**src/rtl/pc_pkg.sv**
```systemverilog
// Shared program-counter definitions: next-PC source select encodings used by
// both the control unit and the PC unit.
package pc_pkg;

    localparam int unsigned PC_SEL_W = 2;

    typedef enum logic [PC_SEL_W-1:0] {
        PC_SEL_SEQ    = 2'd0,
        PC_SEL_BRANCH = 2'd1,
        PC_SEL_JUMP   = 2'd2,
        PC_SEL_JREG   = 2'd3
    } pc_sel_e;

endpackage

```
**src/rtl/pc_ras.sv**
```systemverilog
// Return-address stack: circular LIFO of link addresses with a saturating
// valid-entry count and sticky overflow/underflow flags. When full, a push
// silently overwrites the oldest entry because the pointer simply wraps.
module pc_ras #(
    parameter  int unsigned XLEN      = 32,
    parameter  int unsigned RAS_DEPTH = 4,
    localparam int unsigned PTR_W     = $clog2(RAS_DEPTH),
    localparam int unsigned CNT_W     = PTR_W + 1
) (
    input  logic             clk,
    input  logic             rst,
    input  logic             push,
    input  logic             pop,
    input  logic             unf_req,
    input  logic [XLEN-1:0]  push_data,
    output logic [XLEN-1:0]  top,
    output logic [CNT_W-1:0] count,
    output logic             ovf,
    output logic             unf
);

    logic [XLEN-1:0]  entry_q [RAS_DEPTH];
    logic [XLEN-1:0]  entry_d [RAS_DEPTH];
    logic [PTR_W-1:0] ptr_q, ptr_d;
    logic [CNT_W-1:0] count_q, count_d;
    logic             ovf_q, ovf_d;
    logic             unf_q, unf_d;
    logic [PTR_W-1:0] top_idx;
    logic             full;

    assign top_idx = ptr_q - PTR_W'(1);
    assign full    = (count_q == CNT_W'(RAS_DEPTH));

    // Stack update: a simultaneous push and pop replaces the top in place.
    always_comb begin
        entry_d = entry_q;
        ptr_d   = ptr_q;
        count_d = count_q;
        ovf_d   = ovf_q;
        unf_d   = unf_q | unf_req;
        if (push && pop) begin
            entry_d[top_idx] = push_data;
        end else if (push) begin
            entry_d[ptr_q] = push_data;
            ptr_d          = ptr_q + PTR_W'(1);
            if (full) begin
                ovf_d = 1'b1;
            end else begin
                count_d = count_q + CNT_W'(1);
            end
        end else if (pop) begin
            ptr_d   = top_idx;
            count_d = count_q - CNT_W'(1);
        end
    end

    // Stack state registers; flags are sticky until reset.
    always_ff @(posedge clk or negedge rst) begin
        if (!rst) begin
            entry_q <= '{default: '0};
            ptr_q   <= '0;
            count_q <= '0;
            ovf_q   <= 1'b0;
            unf_q   <= 1'b0;
        end else begin
            entry_q <= entry_d;
            ptr_q   <= ptr_d;
            count_q <= count_d;
            ovf_q   <= ovf_d;
            unf_q   <= unf_d;
        end
    end

    assign top   = entry_q[top_idx];
    assign count = count_q;
    assign ovf   = ovf_q;
    assign unf   = unf_q;

endmodule

```
**src/rtl/pc_ctrl.sv**
```systemverilog
// Program-counter unit: PC register, increment and branch adders, next-PC
// select and a return-address stack for call/return prediction.
module pc_ctrl
    import pc_pkg::*;
#(
    parameter  int unsigned     XLEN      = 32,
    parameter  int unsigned     PC_STEP   = 1,
    parameter  int unsigned     OFF_SHIFT = 0,
    parameter  logic [XLEN-1:0] RESET_VEC = '0,
    parameter  int unsigned     RAS_DEPTH = 4,
    localparam int unsigned     CNT_W     = $clog2(RAS_DEPTH) + 1
) (
    input  logic             clk,
    input  logic             rst,
    input  logic             stall,
    input  logic [1:0]       pc_sel,
    input  logic             branch_taken,
    input  logic [XLEN-1:0]  pc_offset,
    input  logic [XLEN-1:0]  pc_jmp,
    input  logic [XLEN-1:0]  pc_jr,
    input  logic             call,
    input  logic             ret,
    output logic [XLEN-1:0]  pc,
    output logic [XLEN-1:0]  pc_next,
    output logic [CNT_W-1:0] ras_count,
    output logic             ras_mismatch,
    output logic             err_ovf,
    output logic             err_unf
);

    pc_sel_e          sel;
    logic [XLEN-1:0]  pc_q, pc_d;
    logic [XLEN-1:0]  pc_inc;
    logic [XLEN-1:0]  off_shifted;
    logic [XLEN-1:0]  br_target;
    logic [XLEN-1:0]  ras_top;
    logic [CNT_W-1:0] ras_cnt;
    logic             ras_nonempty;
    logic             is_jreg;
    logic             ras_push;
    logic             ras_pop;
    logic             ras_unf_req;

    assign sel          = pc_sel_e'(pc_sel);
    assign pc_inc       = pc_q + XLEN'(PC_STEP);
    assign off_shifted  = pc_offset << OFF_SHIFT;
    assign br_target    = pc_inc + off_shifted;
    assign ras_nonempty = (ras_cnt != '0);
    assign is_jreg      = (sel == PC_SEL_JREG);

    // A stalled cycle must leave the stack and its flags untouched.
    assign ras_push    = !stall && call;
    assign ras_pop     = !stall && ret && is_jreg && ras_nonempty;
    assign ras_unf_req = !stall && ret && !(is_jreg && ras_nonempty);

    // Next-PC select; a return with live stack entries uses the predicted target.
    always_comb begin
        pc_next = pc_inc;
        unique case (sel)
            PC_SEL_SEQ:    pc_next = pc_inc;
            PC_SEL_BRANCH: pc_next = branch_taken ? br_target : pc_inc;
            PC_SEL_JUMP:   pc_next = pc_jmp;
            PC_SEL_JREG:   pc_next = (ret && ras_nonempty) ? ras_top : pc_jr;
        endcase
    end

    // Hold the PC while stalled.
    always_comb begin
        pc_d = stall ? pc_q : pc_next;
    end

    // PC register.
    always_ff @(posedge clk or negedge rst) begin
        if (!rst) begin
            pc_q <= RESET_VEC;
        end else begin
            pc_q <= pc_d;
        end
    end

    pc_ras #(
        .XLEN      (XLEN),
        .RAS_DEPTH (RAS_DEPTH)
    ) u_ras (
        .clk       (clk),
        .rst       (rst),
        .push      (ras_push),
        .pop       (ras_pop),
        .unf_req   (ras_unf_req),
        .push_data (pc_inc),
        .top       (ras_top),
        .count     (ras_cnt),
        .ovf       (err_ovf),
        .unf       (err_unf)
    );

    assign pc           = pc_q;
    assign ras_count    = ras_cnt;
    assign ras_mismatch = ret && is_jreg && ras_nonempty && (ras_top != pc_jr);

endmodule

```
**config.mk**
```make
export PLATFORM = sky130hd
export DESIGN_NAME = pc_ctrl
export DESIGN_NICKNAME = d
export VERILOG_FILES = /design/src/rtl/pc_pkg.sv /design/src/rtl/pc_ras.sv /design/src/rtl/pc_ctrl.sv
export SDC_FILE = /design/constraint.sdc
export NUM_CORES = 1
export LEC_CHECK = 0
export BUFFER_PORTS_ARGS = -buffer_cell sky130_fd_sc_hd__buf_2
export CAP_MARGIN = 20
export CORE_ASPECT_RATIO = 0.8
export CORE_MARGIN = 2
export CORE_UTILIZATION = 25
export DETAILED_ROUTE_END_ITERATION = 12
export PLACE_DENSITY = 0.49
export RECOVER_POWER = 25
export SLEW_MARGIN = 40
export SYNTH_ARGS = -nofsm -noshare
export SYNTH_HDL_FRONTEND = slang
export SYNTH_HIERARCHICAL = 1
export SYNTH_SLANG_ARGS = --single-unit
```
**constraint.sdc**
```tcl
create_clock -name clk -period 8.1 [get_ports clk]
set_input_delay 0.81 -clock clk [delete_from_list [all_inputs] [get_ports clk]]
set_output_delay 0.81 -clock clk [all_outputs]
set_load 0.01 [all_outputs]
```
* After elaboration in Yosys (flattened, before gate mapping)
Cells that the tools add are included.
Operators by class: shift-type cells 0, equality and inequality tests 6, $mul 0, order comparisons 4, div/mod/pow operators 0, reductions and logical operators 22, bitwise gates (word level) 4, add/subtract/negate cells 6, multiplexer cells 19
Operators by type and width (count):
- $bwmux W128 | 2
- $mux W128 | 2
- $mux W32 | 6
- $demux W32 S2 | 2
- $pmux W32 S4 | 1
- $bmux W32 S2 | 1
- $add A32 B1 Y32 const B | 1
- $add A32 B32 Y32 | 1
- $ne A32 B32 Y1 | 1
- $logic_and A1 B1 Y1 | 13
- $mux W3 | 3
- $ge A3 B3 Y1 const B | 2
- $lt A3 B1 Y1 const B | 2
- $not A2 Y3 | 2
- $reduce_and A3 Y1 | 2
- $eq A2 B2 Y1 const B | 2
- $mux W2 | 2
- $reduce_bool A2 Y1 | 2
- $add A3 B1 Y3 const B | 1
- $eq A3 B3 Y1 const B | 1
- $reduce_bool A3 Y1 | 1
- $sub A3 B1 Y3 const B | 1
- $add A2 B1 Y2 const B | 1
- $eq A2 B1 Y1 const B | 1
- 7 further kinds | 8
Word-level totals: flip-flop bits (word level) 167, latch bits 0, logic and storage cells 70, memories 0, ROM bits 0, memory bits (writable) 0, bits of input ports 104

* Depth between registers and ports, before layout
word-level depth 8, gate-level depth with buffers 17, depth with buffers taken out 15

* Cells and area by module
The synthesis kept the hierarchy.
Modules (own cells, without submodules):
- pc_ras | instances 1, area each 6080.8 um2, cells an instance 357
- pc_ctrl | instances 1, area each 5693.0 um2, cells an instance 752

* Worst setup path after synthesis
No wires, ideal clock.
path type reg-to-output, start point register pc_q[2] (netlist: pc[2]), end point output port pc_next[27], path slack 3420 ps, buffers on the path 2, data required time 7290 ps, arrival time 3870 ps, cell stages (with the launch flop) 16, path through dfrtp_1 > and4_4 > nand4_4 > or2_1 > buf_6 > nor4_4 > xor2_1 > ha_1 > clkbuf_1 > nand3_1 > nor3_1 > a2111oi_0 > a2bb2oi_2 > mux2_1 > a311oi_1 > nor2_1
On the way: cells in the longest elaborated chain, start to end 4
Ends and longest elaborated chain:
- start, declared | RTL line pc_ctrl.sv:32 | logic [XLEN-1:0] pc_q, pc_d;
- start signal, assigned | RTL line pc_ctrl.sv:77 | pc_q <= pc_d;
- $add A32 B1 Y32 | RTL line pc_ctrl.sv:45 | assign pc_inc = pc_q + XLEN'(PC_STEP);
- net pc_inc[21] | RTL line pc_ctrl.sv:33 | logic [XLEN-1:0] pc_inc;
- $add A32 B32 Y32 | RTL line pc_ctrl.sv:47 | assign br_target = pc_inc + off_shifted;
- $mux W32 | RTL line pc_ctrl.sv:61 | PC_SEL_BRANCH: pc_next = branch_taken ? br_target : pc_inc;
- $pmux W32 S4 | RTL line pc_ctrl.sv:59 | unique case (sel)
- end, declared | RTL line pc_ctrl.sv:24 | output logic [XLEN-1:0] pc_next,
The timed path passes the listed nets, and every way through them passes these cells.

* Worst setup path in the final report
start point register pc_q[0] (netlist: pc[0]), end point output port pc_next[27]
Same word-level chain as after synthesis.

==> results.txt <==
- After synthesis, the share of flip-flops with an asynchronous set or reset is 1.000.
- For this run, the top clock speed supported by timing is 164.2 MHz.
* Height of the die: 198.1 microns
* Horiz. Die Dim: between 200 and 250 microns
- The first global-routing pass estimated around 66000 microns of wire.
* Number of enable flip-flop cells after synthesis: 0
* Cell depth of the worst flop-to-flop path: 13
- Counting flops and latches in the post-synthesis netlist gives 167.
- The area growth from synthesis to layout is 17.35%.
- Class of the most critical setup path: flip-flop to output pin
- The run finished, with violations left.
- After clock tree synthesis, the setup repair step added 0 buffers.
- TritonCTS built the clock tree.
- Synthesis instantiated 85 different standard cells from the library.
* Clock insertion delay at the later pin of the skew report: 0.46 ns
* Warnings from Yosys: 6
- Number of nets at the end of the flow: between 1000 and 1500
- CTS H-tree lvls: 4
- The worst setup path is launched from a flip-flop.
- Once layout is complete, the utilization of the core stands at 0.2957.
- VDD sags by at most 0.1659 mV.
* Slew Viols, Final: 120
- The biggest area contributor in the post-synthesis netlist is sky130_fd_sc_hd__dfrtp_1.
* Top-level I/O count: 174
- Between clock sinks in the finished design, the worst skew comes to approximately 0.015 ns.
- Fin. Hold Viols: 0
- Following the worst setup path forward leads to its endpoint at pc_next[27].
* Critical Path Sink Type: output pin
* Final HPWL from detailed placement: approximately 34000 microns
- In this run, the number of DRC markers left after iteration 0 of detailed routing was roughly 610.
* Final global-route overflow total: 0
* Pre-CTS WS: roughly 2.6 ns
- After synthesis, the cell types taking the most area are sky130_fd_sc_hd__dfrtp_1 (35%), sky130_fd_sc_hd__mux2_2 (13%), sky130_fd_sc_hd__mux4_2 (6.1%).
- Headroom to the max-slew limit came out at -1.279.
- The initial antenna violation count came to 2.
- Ordered cell list for the critical path: ha_1 > nand3_1 > nor2_1 > nand3_1 > xnor2_1 > ha_1 > a21oi_1 > o21ai_1 > a2111oi_0 > a2bb2oi_2 > mux2_1 > a311oi_1 > nor2_1 > buf_2
- Slew of the pin with the lowest slew margin: approximately 3.4 ns
- For this design, the CTS-stage hold fixing added 0 buffers.
- Reg2reg setup slack: ~3.3 ns
- Worst reg2reg endpoint: pc[27]$_DFFE_PN0N_
- Netlist area before placement: ~12000 sq um
* Aggregate routed wire length: 45330 microns
- In this run, CTS created clock tree buffers numbering 17.
- Failing checks: capacitance limit, slew limit
- In the final layout, the share of cells above drive strength 1 is 0.3318.
- The slowest stage of the critical path is the sky130_fd_sc_hd__nor2_1 cell.
- Entering global routing, the biggest net connects 62 pins.
- Final instance count without filler cells: between 1500 and 2000
- Of the available clock period, the critical path in the final layout requires 0.7517.
* Setup violations, final: 0
- On the worst path, the slowest cell contributes a delay of 0.57 ns.
- The routed design could run at a clock period as short as around 6.1 ns.
- Pleak: approximately 6.0 nW
- The congestion estimate from routability-driven global placement came to 0.9459.
* Final Hold Slack: roughly 0.47 ns
- In this run, post-CTS repair resized a total of 0 instances.
- 0 antenna diodes ended up in the layout.
- Root Buffer: sky130_fd_sc_hd__clkbuf_16
- The startpoint identified for the worst register-to-register timing path is pc[0]$_DFFE_PN0N_.
* Std cell rows: a little over 70
* Post-route DRC: 0
- Post-synthesis sequential area ratio: 0.3549
* Vias: slightly below 10000
- The core region is between 40000 and 50000 sq um.
- The tool flagged a number of max-cap violations equal to 2.
- The via count of the first global-routing pass was between 9000 and 10000.
- Maximum net fanout on the critical path: 9
- Detailed-router iteration count before antenna repair: 5
- Die Footprint: just under 50000 sq um
- Mapped Avg Cell Area: roughly 11 sq um
- Bufs on Longest Clock Path: 2
- STA puts the critical path data arrival time at approximately 5.3 ns.
- Post-layout worst setup margin: between 2 and 2.5 ns
- Share of Yosys cell area claimed by the top area cell type: 0.3549
- Total routing resource utilization after global routing: 0.1865
* Pwr Density: 380.8 nW/um^2
- Placed cell count: 1860
* Most common flop cell mapped by yosys: sky130_fd_sc_hd__dfrtp_1
- The number of nets handed over by synthesis was around 1300.
- After detailed routing, the average wire length per cell comes to 23.96 microns.
- Adding up every negative setup slack in the final design gives 0 ns.
* CTS Sinks: 167
- Data required time at the worst endpoint: 7.29 ns
- Effective utilization at floorplan: 0.2520
* Path category of the worst min-delay check: flip-flop to flip-flop
- Cell count after synthesis: about 1100
- The count of buffers added on input and output ports is about 170.
* Post-CTS clock slew at the launch and capture registers of the worst setup and hold paths: ~0.070 ns
- Via/cell ratio: a little over 5
* Antenna Violating Nets Remaining: 0
* Critical path startpoint: pc[0]$_DFFE_PN0N_
* RSZ-0062 raised after global routing: no
worst min-delay path by stage:
stage,startpoint,end,slack [ns],depth (start not counted)
floorplan,u_ras/entry_q[64]$_DFFE_PN0P_,u_ras/entry_q[64]$_DFFE_PN0P_,0.46,1
global placement,u_ras/ovf$_DFFE_PN0P_,u_ras/ovf$_DFFE_PN0P_,0.46,1
detailed placement,u_ras/ovf$_DFFE_PN0P_,u_ras/ovf$_DFFE_PN0P_,0.47,1
CTS,rst,u_ras/unf$_DFF_PN0_,0.32,1
global route,u_ras/entry_q[112]$_DFFE_PN0P_,u_ras/entry_q[112]$_DFFE_PN0P_,0.50,1
finish,u_ras/ovf$_DFFE_PN0P_,u_ras/ovf$_DFFE_PN0P_,0.47,1
layout make-up:
class,count,area [sq um]
Clock buffer,17,425.4
Multi-Input combinational cell,846,7127
Inverter,40,150.1
Fill cell,4934,32910
Timing Repair Buffer,187,969.7
Sequential cell,167,4180
Clock inverter,15,188.9
Tap cell,620,775.7
report_power, final:
| part | switching [mW] | total [mW] | internal (mW) |
|---|---|---|---|
| combinational | 1.62 | 2.90 | 1.28 |
| sequential | 0.265 | 1.48 | 1.21 |
| clock | 0.389 | 0.882 | 0.493 |
worst max-delay path, delay by kind of cell (launching register included):
kind	cells	cell delay (ns)
AND/OR/NAND/NOR	4	0.98
adder cells (fa/ha/maj)	2	0.73
multiplexers	1	0.38
AO/OA/AOI/OAI	5	1.50
buffers and inverters	1	0.16
flip-flops	1	0.55
XOR/XNOR	1	0.51
synth_stat cells (4+ instances only):
library cell and count:
sky130_fd_sc_hd__mux2_1 12, sky130_fd_sc_hd__mux4_2 32, sky130_fd_sc_hd__nor3_1 15, sky130_fd_sc_hd__buf_2 12, sky130_fd_sc_hd__nor4_1 6, sky130_fd_sc_hd__mux2_2 136
sky130_fd_sc_hd__o31ai_1 6, sky130_fd_sc_hd__nand2b_1 10, sky130_fd_sc_hd__o21bai_1 4, sky130_fd_sc_hd__xor2_1 22, sky130_fd_sc_hd__dfrtp_1 167, sky130_fd_sc_hd__clkbuf_1 27
sky130_fd_sc_hd__a21oi_1 59, sky130_fd_sc_hd__and3_1 10, sky130_fd_sc_hd__a311oi_1 5, sky130_fd_sc_hd__a211oi_1 9, sky130_fd_sc_hd__and2_1 11, sky130_fd_sc_hd__o22ai_1 13
sky130_fd_sc_hd__nand4_1 28, sky130_fd_sc_hd__a41oi_1 4, sky130_fd_sc_hd__o211ai_1 14, sky130_fd_sc_hd__o21a_1 4, sky130_fd_sc_hd__xnor2_1 61, sky130_fd_sc_hd__nor2b_1 6
sky130_fd_sc_hd__buf_6 14, sky130_fd_sc_hd__nand2_1 73, sky130_fd_sc_hd__mux2i_1 39, sky130_fd_sc_hd__ha_1 48, sky130_fd_sc_hd__a31oi_1 6, sky130_fd_sc_hd__nand3_1 21
sky130_fd_sc_hd__inv_1 39, sky130_fd_sc_hd__nor2_1 68, sky130_fd_sc_hd__o21ai_1 8, sky130_fd_sc_hd__a22oi_1 5, sky130_fd_sc_hd__a21o_1 10, sky130_fd_sc_hd__o21ai_0 35
state kept, by name, indices dropped and copies added (netlist names):
register	count
pc	32
u_ras/count	3
u_ras/entry_q	128
u_ras/ovf	1
u_ras/ptr_q	2
u_ras/unf	1
cells in the final DEF (no fill, tap or decap), drive strengths merged, types with 4 or more instances in the layout:
master	instances
mux2	149
and2	11
nor2	69
inv	47
nand2b	10
a211oi	12
o21bai	4
nand2	73
a41oi	4
buf	185
mux2i	39
nand3	21
xor2	22
a21oi	61
nor4	8
a31oi	7
nand4	29
clkbuf	19
a22oi	7
mux4	32
o21a	4
nor2b	6
a311oi	5
dfrtp	167
o21ai	44
xnor2	61
and3	10
o211ai	15
a21o	11
clkinv	4
o31ai	10
ha	48
nor3	16
o22ai	13
logic make-up after synthesis:
group | after synthesis | synth area share
buf+inv | 96 | 0.04081
simple gates | 269 | 0.1160
flops | 167 | 0.3549
mux | 220 | 0.2372
compound gates | 224 | 0.1349
fa+ha+maj | 50 | 0.05441
xor+xnor | 83 | 0.06174
per-layer routing:
layer | global-route usage | up-vias | routed length (microns)
li1 | - | 4410 | -
met1 | 0.2668 | 4978 | 21800
met2 | 0.2784 | 300 | 19730
met3 | 0.04175 | 48 | 2614
met4 | 0.05645 | 4 | 1160
met5 | 0 | - | 21
metrics by stage:
stage	power, mW	area [sq um]
final	5.262	13820
after detailed placement	4.377	13210
after CTS	5.273	13820
after floorplan	3.437	11770
after global routing	5.592	13820
after global placement	4.348	13210
Note: power is estimated with default switching activity, not from simulation.
